File: src/rtl/ask4_sym_slicer_if.sv
// Symbol-rate decision bus driven by ask4_sym_slicer.
// The master drives decisions; slave is the downstream consumer view.
interface ask4_sym_slicer_if #(
    parameter int WIDTH = 18
);
    logic [1:0]              sym_out;
    logic                    sym_valid;
    logic signed [WIDTH-1:0] level_out;
    logic signed [WIDTH-1:0] err_out;

    modport master (output sym_out, sym_valid, level_out, err_out);
    modport slave  (input  sym_out, sym_valid, level_out, err_out);
endinterface

File: src/rtl/ask4_sym_slicer.sv
// 4-ASK receive slicer: phase-selectable decimation, mean-|x| reference estimate,
// 2-bit decisions with level/error outputs. Optional block error power via SLICER_ERR_PWR_EN.
module ask4_sym_slicer #(
    parameter int WIDTH    = 18,
    parameter int LOG2_AVG = 10
) (
    input  logic                          sys_clk,
    input  logic                          reset,
    input  logic                          sam_clk_en,
    input  logic                          sym_clk_en,
    input  logic [1:0]                    phase_sel,
    input  logic signed [WIDTH-1:0]       rx_in,
    ask4_sym_slicer_if.master             sym_bus,
    output logic [WIDTH-1:0]              ref_level,
    output logic                          locked,
    output logic [2*WIDTH+LOG2_AVG-1:0]   err_pwr,
    output logic                          err_pwr_valid
);
    typedef enum logic {ACQ, TRACK} state_t;

    localparam logic signed [WIDTH-1:0] XMAX = {1'b0, {(WIDTH-1){1'b1}}};
    localparam logic signed [WIDTH-1:0] XMIN = {1'b1, {(WIDTH-1){1'b0}}};

    function automatic logic signed [WIDTH-1:0] sat(input logic signed [WIDTH:0] v);
        if (v[WIDTH] != v[WIDTH-1]) return v[WIDTH] ? XMIN : XMAX;
        return v[WIDTH-1:0];
    endfunction

    state_t                    state_q, state_d;
    logic [1:0]                sam_idx_q, sam_idx_d;
    logic [WIDTH+LOG2_AVG-1:0] acc_q, acc_d;
    logic [LOG2_AVG-1:0]       blk_q, blk_d;
    logic [WIDTH-1:0]          ref_q, ref_d;
    logic                      locked_q, locked_d;
    logic [1:0]                sym_q, sym_d;
    logic                      valid_q, valid_d;
    logic signed [WIDTH-1:0]   level_q, level_d;
    logic signed [WIDTH-1:0]   err_q, err_d;

    logic                      sample_ev;
    logic                      blk_end;
    logic [WIDTH-1:0]          abs_x;
    logic [WIDTH+LOG2_AVG-1:0] blk_sum;
    logic [1:0]                dec_sym;
    logic signed [WIDTH-1:0]   dec_level;
    logic signed [WIDTH-1:0]   dec_err;
    logic signed [WIDTH:0]     x_e, r_e, half_e, lvl_e;

    always_comb begin
        sam_idx_d = sam_idx_q;
        if (sam_clk_en) sam_idx_d = sym_clk_en ? 2'd0 : sam_idx_q + 2'd1;
    end

    assign sample_ev = sam_clk_en && (sam_idx_d == phase_sel);
    assign blk_end   = sample_ev && (&blk_q);

    // The most negative code has no positive twin, so it folds onto the maximum.
    assign abs_x   = !rx_in[WIDTH-1] ? rx_in : ((rx_in == XMIN) ? XMAX : -rx_in);
    assign blk_sum = acc_q + {{LOG2_AVG{1'b0}}, abs_x};

    always_comb begin
        x_e    = {rx_in[WIDTH-1], rx_in};
        r_e    = {1'b0, ref_q};
        half_e = {2'b00, ref_q[WIDTH-1:1]};
        if (x_e >= r_e) begin
            dec_sym = 2'b11;
            lvl_e   = r_e + half_e;
        end else if (!rx_in[WIDTH-1]) begin
            dec_sym = 2'b10;
            lvl_e   = half_e;
        end else if (x_e >= -r_e) begin
            dec_sym = 2'b01;
            lvl_e   = -half_e;
        end else begin
            dec_sym = 2'b00;
            lvl_e   = -(r_e + half_e);
        end
        dec_level = sat(lvl_e);
        dec_err   = sat(x_e - {dec_level[WIDTH-1], dec_level});
    end

    always_comb begin
        state_d  = state_q;
        acc_d    = acc_q;
        blk_d    = blk_q;
        ref_d    = ref_q;
        locked_d = locked_q;
        sym_d    = sym_q;
        level_d  = level_q;
        err_d    = err_q;
        valid_d  = 1'b0;
        if (sample_ev) begin
            blk_d = blk_q + 1'b1;
            acc_d = blk_sum;
            // Decisions use the reference held before this cycle's block-end update.
            if (state_q == TRACK) begin
                sym_d   = dec_sym;
                level_d = dec_level;
                err_d   = dec_err;
                valid_d = 1'b1;
            end
            if (blk_end) begin
                ref_d    = blk_sum[WIDTH+LOG2_AVG-1:LOG2_AVG];
                acc_d    = '0;
                locked_d = 1'b1;
                state_d  = TRACK;
            end
        end
    end

    always_ff @(posedge sys_clk) begin
        if (reset) begin
            state_q   <= ACQ;
            sam_idx_q <= '0;
            acc_q     <= '0;
            blk_q     <= '0;
            ref_q     <= '0;
            locked_q  <= 1'b0;
            sym_q     <= '0;
            valid_q   <= 1'b0;
            level_q   <= '0;
            err_q     <= '0;
        end else begin
            state_q   <= state_d;
            sam_idx_q <= sam_idx_d;
            acc_q     <= acc_d;
            blk_q     <= blk_d;
            ref_q     <= ref_d;
            locked_q  <= locked_d;
            sym_q     <= sym_d;
            valid_q   <= valid_d;
            level_q   <= level_d;
            err_q     <= err_d;
        end
    end

    assign sym_bus.sym_out   = sym_q;
    assign sym_bus.sym_valid = valid_q;
    assign sym_bus.level_out = level_q;
    assign sym_bus.err_out   = err_q;
    assign ref_level         = ref_q;
    assign locked            = locked_q;

`ifdef SLICER_ERR_PWR_EN
    localparam int PW = 2*WIDTH + LOG2_AVG;

    logic signed [2*WIDTH-1:0] err_sq;
    logic [PW-1:0]             pacc_q, pacc_d, pwr_q, pwr_d;
    logic                      pvalid_q, pvalid_d;

    assign err_sq = dec_err * dec_err;

    // Only TRACK decisions contribute, so the first report covers the first full TRACK block.
    always_comb begin
        pacc_d   = pacc_q;
        pwr_d    = pwr_q;
        pvalid_d = 1'b0;
        if (sample_ev && state_q == TRACK) pacc_d = pacc_q + {{LOG2_AVG{1'b0}}, err_sq};
        if (blk_end) begin
            pacc_d = '0;
            if (state_q == TRACK) begin
                pwr_d    = pacc_q + {{LOG2_AVG{1'b0}}, err_sq};
                pvalid_d = 1'b1;
            end
        end
    end

    always_ff @(posedge sys_clk) begin
        if (reset) begin
            pacc_q   <= '0;
            pwr_q    <= '0;
            pvalid_q <= 1'b0;
        end else begin
            pacc_q   <= pacc_d;
            pwr_q    <= pwr_d;
            pvalid_q <= pvalid_d;
        end
    end

    assign err_pwr       = pwr_q;
    assign err_pwr_valid = pvalid_q;
`else
    assign err_pwr       = '0;
    assign err_pwr_valid = 1'b0;
`endif
endmodule

File: src/flat_wrapper.sv
// flat-port wrapper written by rule: the top's interface ports become plain ports
module ask4_sym_slicer_flat 
#(
    parameter int WIDTH    = 18,
    parameter int LOG2_AVG = 10
)
  (sys_clk, reset, sam_clk_en, sym_clk_en, phase_sel, rx_in, ref_level, locked, err_pwr, err_pwr_valid, sym_bus_sym_out, sym_bus_sym_valid, sym_bus_level_out, sym_bus_err_out);
  ask4_sym_slicer_if #(.WIDTH(WIDTH)) sym_bus_i ();
  input  logic sys_clk;
  input  logic reset;
  input  logic sam_clk_en;
  input  logic sym_clk_en;
  input  logic [1:0] phase_sel;
  input  logic signed [WIDTH-1:0] rx_in;
  output logic [WIDTH-1:0] ref_level;
  output logic locked;
  output logic [2*WIDTH+LOG2_AVG-1:0] err_pwr;
  output logic err_pwr_valid;
  output wire logic [$bits(sym_bus_i.sym_out)-1:0] sym_bus_sym_out;
  output wire logic [$bits(sym_bus_i.sym_valid)-1:0] sym_bus_sym_valid;
  output wire logic [$bits(sym_bus_i.level_out)-1:0] sym_bus_level_out;
  output wire logic [$bits(sym_bus_i.err_out)-1:0] sym_bus_err_out;
  assign sym_bus_sym_out = sym_bus_i.sym_out;
  assign sym_bus_sym_valid = sym_bus_i.sym_valid;
  assign sym_bus_level_out = sym_bus_i.level_out;
  assign sym_bus_err_out = sym_bus_i.err_out;
  ask4_sym_slicer #(.WIDTH(WIDTH), .LOG2_AVG(LOG2_AVG)) u_core (.sys_clk(sys_clk), .reset(reset), .sam_clk_en(sam_clk_en), .sym_clk_en(sym_clk_en), .phase_sel(phase_sel), .rx_in(rx_in), .sym_bus(sym_bus_i), .ref_level(ref_level), .locked(locked), .err_pwr(err_pwr), .err_pwr_valid(err_pwr_valid));
endmodule
File: config.mk
export PLATFORM = sky130hd
export DESIGN_NAME = ask4_sym_slicer_flat
export DESIGN_NICKNAME = d
export VERILOG_FILES = /design/src/rtl/ask4_sym_slicer_if.sv /design/src/rtl/ask4_sym_slicer.sv /design/src/flat_wrapper.sv
export SDC_FILE = /design/constraint.sdc
export NUM_CORES = 1
export LEC_CHECK = 0
export BUFFER_PORTS_ARGS = -buffer_cell sky130_fd_sc_hd__buf_4
export CORE_AREA = 10 10 162 201
export CTS_BUF_LIST = sky130_fd_sc_hd__clkbuf_8
export CTS_CLUSTER_DIAMETER = 80
export DETAILED_ROUTE_END_ITERATION = 10
export DIE_AREA = 0 0 172 211
export GPL_ROUTABILITY_DRIVEN = 1
export GPL_TIMING_DRIVEN = 0
export PLACE_DENSITY_LB_ADDON = 0.15
export SLEW_MARGIN = 40
export SYNTH_ARGS = -nofsm -noshare
export SYNTH_HDL_FRONTEND = slang
export SYNTH_SLANG_ARGS = --single-unit
File: constraint.sdc
create_clock -name sys_clk -period 21.7 [get_ports sys_clk]
set_clock_uncertainty 0.05 [all_clocks]
set_input_delay 2.17 -clock sys_clk [delete_from_list [all_inputs] [get_ports sys_clk]]
set_output_delay 2.17 -clock sys_clk [all_outputs]
set_load 0.01 [all_outputs]
## Word-level counts from Yosys, hierarchy flattened

Cells that the tools add are included.

- Add/sub/neg operators: 9
- Order comparisons: 2
- Equal/unequal tests: 4
- Muxes and demuxes: 20
- Bitwise logic cells: 1
- Reduce and logical (&&, ||, !) cells: 6

Operator list:

| operator | number |
|---|---|
| $mux W18 | 8 |
| $mux W19 | 3 |
| $ge A18 B19 Y1 | 2 |
| $add A28 B18 Y28 | 1 |
| $mux W28 | 1 |
| $add A18 B17 Y19 | 1 |
| $neg A17 Y19 | 1 |
| $neg A18 Y19 | 1 |
| $neg A19 Y19 | 1 |
| $sub A18 B18 Y19 | 1 |
| $eq A18 B18 Y1 const B | 1 |
| $neg A18 Y18 | 1 |
| $add A10 B1 Y10 const B | 1 |
| $reduce_and A10 Y1 | 1 |
| $mux W2 | 4 |
| $mux W1 | 4 |
| $reduce_and A2 Y1 | 2 |
| $add A2 B1 Y2 const B | 1 |
| $eq A2 B2 Y1 | 1 |
| $logic_and A1 B1 Y1 | 2 |
| $ne A1 B1 Y1 | 2 |
| $reduce_or A2 Y1 | 1 |
| $not A1 Y1 | 1 |

- Register bits after elaboration: 98
- Input bits: 24

## Logic depth before layout (Yosys ltp)

- Depth after elaboration: 12
- Mapped depth: 33
- Depth with buffers taken out: 30

## Worst setup path after synthesis

Ideal clock, no wire load.

- Path type: input to register
- Start point: in rx_in[10]
- End point: reg u_core.err_q[11] (netlist: u_core.sym_bus.err_out[11])
- Arrival: 7.611 ns
- Data required time: 21.564 ns
- Path slack: 13.953 ns
- Cell stages on the path: 26
- Buffers on the path: 3
- Cells stage by stage: ha_1 -> a21oi_1 -> o21ai_0 -> a221oi_1 -> o22ai_1 -> or2_1 -> or2_2 -> clkbuf_1 -> or4_4 -> nand3_4 -> buf_12 -> maj3_2 -> inv_1 -> ha_1 -> fa_1 -> nand2b_1 -> a21boi_0 -> o21ai_0 -> a211oi_1 -> o21ai_0 -> a21oi_1 -> a41o_1 -> o21ai_1 -> clkbuf_1 -> maj3_1 -> a211oi_1

- Longest elaborated chain between the ends: 11

RTL lines:

| what | RTL line | source |
|---|---|---|
| from (decl) | flat_wrapper.sv:14 | `input logic signed [WIDTH-1:0] rx_in;` |
| $ge A18 B19 Y1 | ask4_sym_slicer.sv:71 | `end else if (x_e >= -r_e) begin` |
| $mux W19 | ask4_sym_slicer.sv:71 |  |
| $mux W19 | ask4_sym_slicer.sv:68 | `end else if (!rx_in[WIDTH-1]) begin` |
| $mux W19 * | ask4_sym_slicer.sv:65 | `if (x_e >= r_e) begin` |
| $mux W18 / $ne A1 B1 Y1 (equally long branches) | ask4_sym_slicer.sv:25 | `if (v[WIDTH] != v[WIDTH-1]) return v[WIDTH] ? XMIN : XMAX;` |
| $mux W18 / $mux W1 (equally long branches) | ask4_sym_slicer.sv:25 |  |
| $mux W18 * | ask4_sym_slicer.sv:26 | `return v[WIDTH-1:0];` |
| via u_core.dec_level[0] | ask4_sym_slicer.sv:45 | `logic signed [WIDTH-1:0] dec_level;` |
| $sub A18 B18 Y19 * | ask4_sym_slicer.sv:79 | `dec_err = sat(x_e - {dec_level[WIDTH-1], dec_level});` |
| $mux W18 / $ne A1 B1 Y1 (equally long branches) | ask4_sym_slicer.sv:25 |  |
| $mux W18 / $mux W1 (equally long branches) | ask4_sym_slicer.sv:25 |  |
| $mux W18 * | ask4_sym_slicer.sv:26 |  |
| to (signal assigned) | ask4_sym_slicer.sv:133 | `err_q <= err_d;` |
| to (decl) | ask4_sym_slicer.sv:38 | `logic signed [WIDTH-1:0] err_q, err_d;` |

Mark *: on every way through the listed nets, which the timed path passes. The rest lies on a longest branch. The select of a mux whose other input is x is not followed.
A chain may end at the register's enable or synchronous reset.

## Worst setup path after layout

- Start point: reg u_core.ref_q[1] (netlist: u_core.ref_level[1])
- End point: reg u_core.err_q[12] (netlist: u_core.sym_bus.err_out[12])

- Longest elaborated chain between the ends: 12

RTL lines:

| what | RTL line | source |
|---|---|---|
| from (decl) | ask4_sym_slicer.sv:33 | `logic [WIDTH-1:0] ref_q, ref_d;` |
| from (signal assigned) | ask4_sym_slicer.sv:128 | `ref_q <= ref_d;` |
| $add A18 B17 Y19 / $neg A18 Y19 (equally long branches) | ask4_sym_slicer.sv:67, ask4_sym_slicer.sv:76, ask4_sym_slicer.sv:71 |  |
| $neg A19 Y19 / $ge A18 B19 Y1 (equally long branches) | ask4_sym_slicer.sv:76, ask4_sym_slicer.sv:71 |  |
| $mux W19 | ask4_sym_slicer.sv:71 |  |
| $mux W19 | ask4_sym_slicer.sv:68 |  |
| $mux W19 * | ask4_sym_slicer.sv:65 |  |
| $mux W18 / $ne A1 B1 Y1 (equally long branches) | ask4_sym_slicer.sv:25 |  |
| $mux W18 / $mux W1 (equally long branches) | ask4_sym_slicer.sv:25 |  |
| $mux W18 * | ask4_sym_slicer.sv:26 |  |
| via u_core.dec_level[0] | ask4_sym_slicer.sv:45 |  |
| $sub A18 B18 Y19 * | ask4_sym_slicer.sv:79 |  |
| $mux W18 / $ne A1 B1 Y1 (equally long branches) | ask4_sym_slicer.sv:25 |  |
| $mux W18 / $mux W1 (equally long branches) | ask4_sym_slicer.sv:25 |  |
| $mux W18 * | ask4_sym_slicer.sv:26 |  |

Marks and branches as above.

==> metrics.md <==
| Metric | Value |
|---|---|
| Status | `finished, final reports clean` |
| CTS Hold Bufs | `0` |
| Crit path kind | `reg -> reg` |
| Row count | `69` |
| CTS Buf Count | `9` |
| Vias in the first global route | `9148` |
| Commonest non-fill, non-tap cell in the layout | `buf_4` |
| Initial Utilization | `a little over a third` |
| RSZ-0062 raised after global routing | `no` |
| Cell Area, Synth | `0.00989 sq mm` |
| Antenna Nets Post-Route | `0` |
| Nets | `1522` |
| FF-to-FF Start | `u_core.ref_level[1]` |
| Sequential fraction of the synthesis area | `19.8%` |
| I/O Pins | `between 100 and 150` |
| Period minus WS final | `8.63 ns` |
| Clk slew on worst S/H paths | `~0.11 ns` |
| DR vias | `9381` |
| Setup crit start | `u_core.ref_level[1]` |
| Worst-Margin Slew | `0.768 ns` |
| Warnings, synthesis | `0` |
| Number of flops mapped to enable cells by yosys | `0` |
| VDD IR max | `0.0221 mV` |
| Final Hold Fails | `0` |
| Final TNS setup | `0 ns` |
| Layout cells sized above 1 | `roughly 15%` |
| Synth Register Bits | `98` |
| Drt wl/cell | `18.7 microns` |
| Clock tree buffer depth | `2` |
| Routability congestion estimate | `between 0.8 and 0.9` |
| Number of buffers added on ports | `81` |
| DP HPWL | `26500 microns` |
| Global-route usage over all layers | `between 15 and 20%` |
| CP required | `~22 ns` |
| Core Box Area | `~0.028 sq mm` |
| Via density | `5.38` |
| Initial antenna violation count | `1` |
| Max_cap viols | `0` |
| Final Max Slew Viols | `0` |
| Die width | `172 microns` |
| Worst Path Buf+Inv | `5` |
| Most common cell on crit path | `ha_1` |
| Clk sinks | `98` |
| Critical Path Max Stage Delay | `0.68 ns` |
| Post-synthesis async set-or-reset flop share | `0%` |
| Post-CTS resize count | `0` |
| CP top delay family | `simple AND/OR/NAND/NOR gates` |
| Commonest cells after routing, fill and taps aside | `buf_4, nor2_1, ha_1` |
| Slowest-stage cell, CP | `dfxtp_1` |
| Drt initial violations | `583` |
| CTS tree | `yes` |
| DRC | `0` |
| Antenna Cells | `0` |
| Fmax | `between 100 and 150 MHz` |
| Total setup buffers inserted after CTS | `0` |
| Pin count of the biggest net entering global routing | `20` |
| Cell variety after synth | `86` |
| Worst-Skew Late Latency | `0.41 ns` |
| Tightest Hold Check Type | `reg -> reg` |
| Layout area overhead | `14.6%` |
| Setup Viol. Count Final | `0` |
| 1st-pass router iterations | `5` |
| PwrDens | `37.0 mW/mm^2` |
| Cells after Synth | `1244` |
| Clk root buf | `clkbuf_8` |
| Final Cycle Share | `39.8%` |
| Top FF cell, synth | `dfxtp_1` |
| Worst EP arrival | `8.89 ns` |
| Die footprint | `0.0363 sq mm` |
| Hold Startpoint | `u_core.acc_q[16]` |
| LEAKAGE | `4.92 nW` |
| Fillers | `between 3000 and 4000` |
| CP Launch Type | `flop` |
| Critical path peak fanout | `10` |
| Final WL | `about 33000 microns` |
| Grt ovf | `0` |
| Critical Path Sink Type | `flop` |
| Relative slew slack | `48.6%` |
| H-tree Lvls | `3` |
| Die Height | `211 microns` |
| Hold Slack | `approximately 0.43 ns` |
| First-pass GRT wire length | `50300 microns` |
| Avg Inst Size Synth | `approximately 8.0 sq um` |
-- stage by stage --
| step | util, % | total power, mW | worst slack, ns | instance area, sq um | std cells |
|---|---|---|---|---|---|
| 6_report | 39.8 | 0.419 | 13.07 | 11300 | 1743 |
| 5_1_grt | 39.8 | 0.444 | 12.38 | 11300 | 1743 |
| 4_1_cts | 39.8 | 0.424 | 12.92 | 11300 | 1742 |
| 3_5_place_dp | 39.1 | 0.302 | 12.62 | 11100 | 1726 |
| 3_3_place_gp | 39.0 | 0.300 | 12.44 | 11100 | 1726 |
| 2_1_floorplan | - | 0.271 | 13.95 | 10100 | 1290 |
-- path summary, 6_finish.rpt --
| path | endpoint | slack [ns] | depth (start not counted) |
|---|---|---|---|
| hold / removal | u_core.acc_q[16] | 0.43 | 2 |
| setup reg to reg | u_core.sym_bus.err_out[12] | 13.07 | 33 |
| setup / recovery | u_core.sym_bus.err_out[12] | 13.07 | 33 |
| hold reg to reg | u_core.acc_q[16] | 0.43 | 2 |
-- per-layer routing --
layer / share of wire (%) / vias up / wire length [microns] / track usage [%]
met5: 0 / - / 0 / 0
met4: 2.0 / 0 / 639 / 5.09
met3: 4.9 / 34 / 1580 / 2.92
met2: 48 / 242 / 15700 / 30.3
met1: 45 / 4418 / 14600 / 21.8
li1: - / 4687 / - / -
-- flip-flops by register name, summed over array words and instances, names as in the netlist --
name / flops
u_core.sym_bus.sym_out: 2
u_core.sym_bus.sym_valid: 1
u_core.state_q: 1
u_core.sym_bus.level_out: 18
u_core.sym_bus.err_out: 18
u_core.ref_level: 18
u_core.blk_q: 10
u_core.sam_idx_q: 2
u_core.acc_q: 28
-- where the power goes --
| group | internal, mW | leakage, nW | switching (mW) | total (mW) |
|---|---|---|---|---|
| clock network | 0.0446 | 0.0951 | 0.0756 | 0.120 |
| registers | 0.182 | 0.790 | 0.00138 | 0.183 |
| logic | 0.0479 | 4.04 | 0.0682 | 0.116 |
-- synthesized netlist by cell type, types with 7 or more instances --
| master | number | area share (%) |
|---|---|---|
| o21ai_0 | 86 | 4.4 |
| nand2_1 | 89 | 3.4 |
| nand4_1 | 15 | 0.95 |
| nand2b_1 | 14 | 0.89 |
| a211oi_1 | 26 | 2.0 |
| nor2_1 | 124 | 4.7 |
| clkbuf_1 | 44 | 1.7 |
| dfxtp_1 | 98 | 20 |
| a21o_1 | 31 | 2.4 |
| mux2i_1 | 10 | 1.0 |
| a221oi_1 | 10 | 0.89 |
| inv_1 | 45 | 1.7 |
| o21a_1 | 10 | 0.76 |
| o31ai_1 | 15 | 1.1 |
| xor2_1 | 55 | 4.9 |
| maj3_1 | 19 | 1.9 |
| and2_1 | 10 | 0.63 |
| nor3_1 | 21 | 1.1 |
| nand3_1 | 28 | 1.4 |
| nor2b_1 | 10 | 0.63 |
| a22o_1 | 7 | 0.62 |
| and3_1 | 14 | 0.89 |
| buf_4 | 47 | 3.6 |
| ha_1 | 112 | 14 |
| or3_1 | 12 | 0.76 |
| a22oi_1 | 15 | 1.1 |
| a21oi_2 | 9 | 0.80 |
| a31oi_1 | 20 | 1.3 |
| maj3_4 | 8 | 1.1 |
| xnor2_1 | 52 | 4.6 |
| a21oi_1 | 74 | 3.7 |
-- layout make-up --
| class | count | area (sq um) | share of cell area, % |
|---|---|---|---|
| clock inverter | 7 | 70.1 | 0.618 |
| sequential | 98 | 1960 | 17.3 |
| multi-input combinational | 1046 | 7360 | 64.9 |
| inverter | 47 | 176 | 1.56 |
| tap | 355 | 444 | 3.92 |
| buffer | 99 | 584 | 5.15 |
| clock buffer | 9 | 124 | 1.09 |
| timing repair buffer | 82 | 613 | 5.41 |
-- worst reg2reg max path, delay by kind of cell, from the launching register on --
| kind | cells | cell delay, ns |
|---|---|---|
| flops | 1 | 0.68 |
| simple gates | 11 | 2.44 |
| fa+ha+maj | 6 | 1.90 |
| compound gates | 10 | 2.43 |
| xor+xnor | 1 | 0.16 |
| buf+inv | 5 | 0.85 |
-- cell families after synthesis --
| family | after synthesis | share of synthesized area (%) |
|---|---|---|
| AND/OR/NAND/NOR | 372 | 18.5 |
| AO/OA/AOI/OAI | 362 | 24.8 |
| buffers and inverters | 146 | 7.69 |
| adder cells (fa/ha/maj) | 145 | 18.2 |
| XOR/XNOR | 109 | 9.80 |
| flip-flops | 98 | 19.8 |
| multiplexers | 11 | 1.13 |
| other | 1 | 0.0379 |
Note: power is estimated with default switching activity, not from simulation.
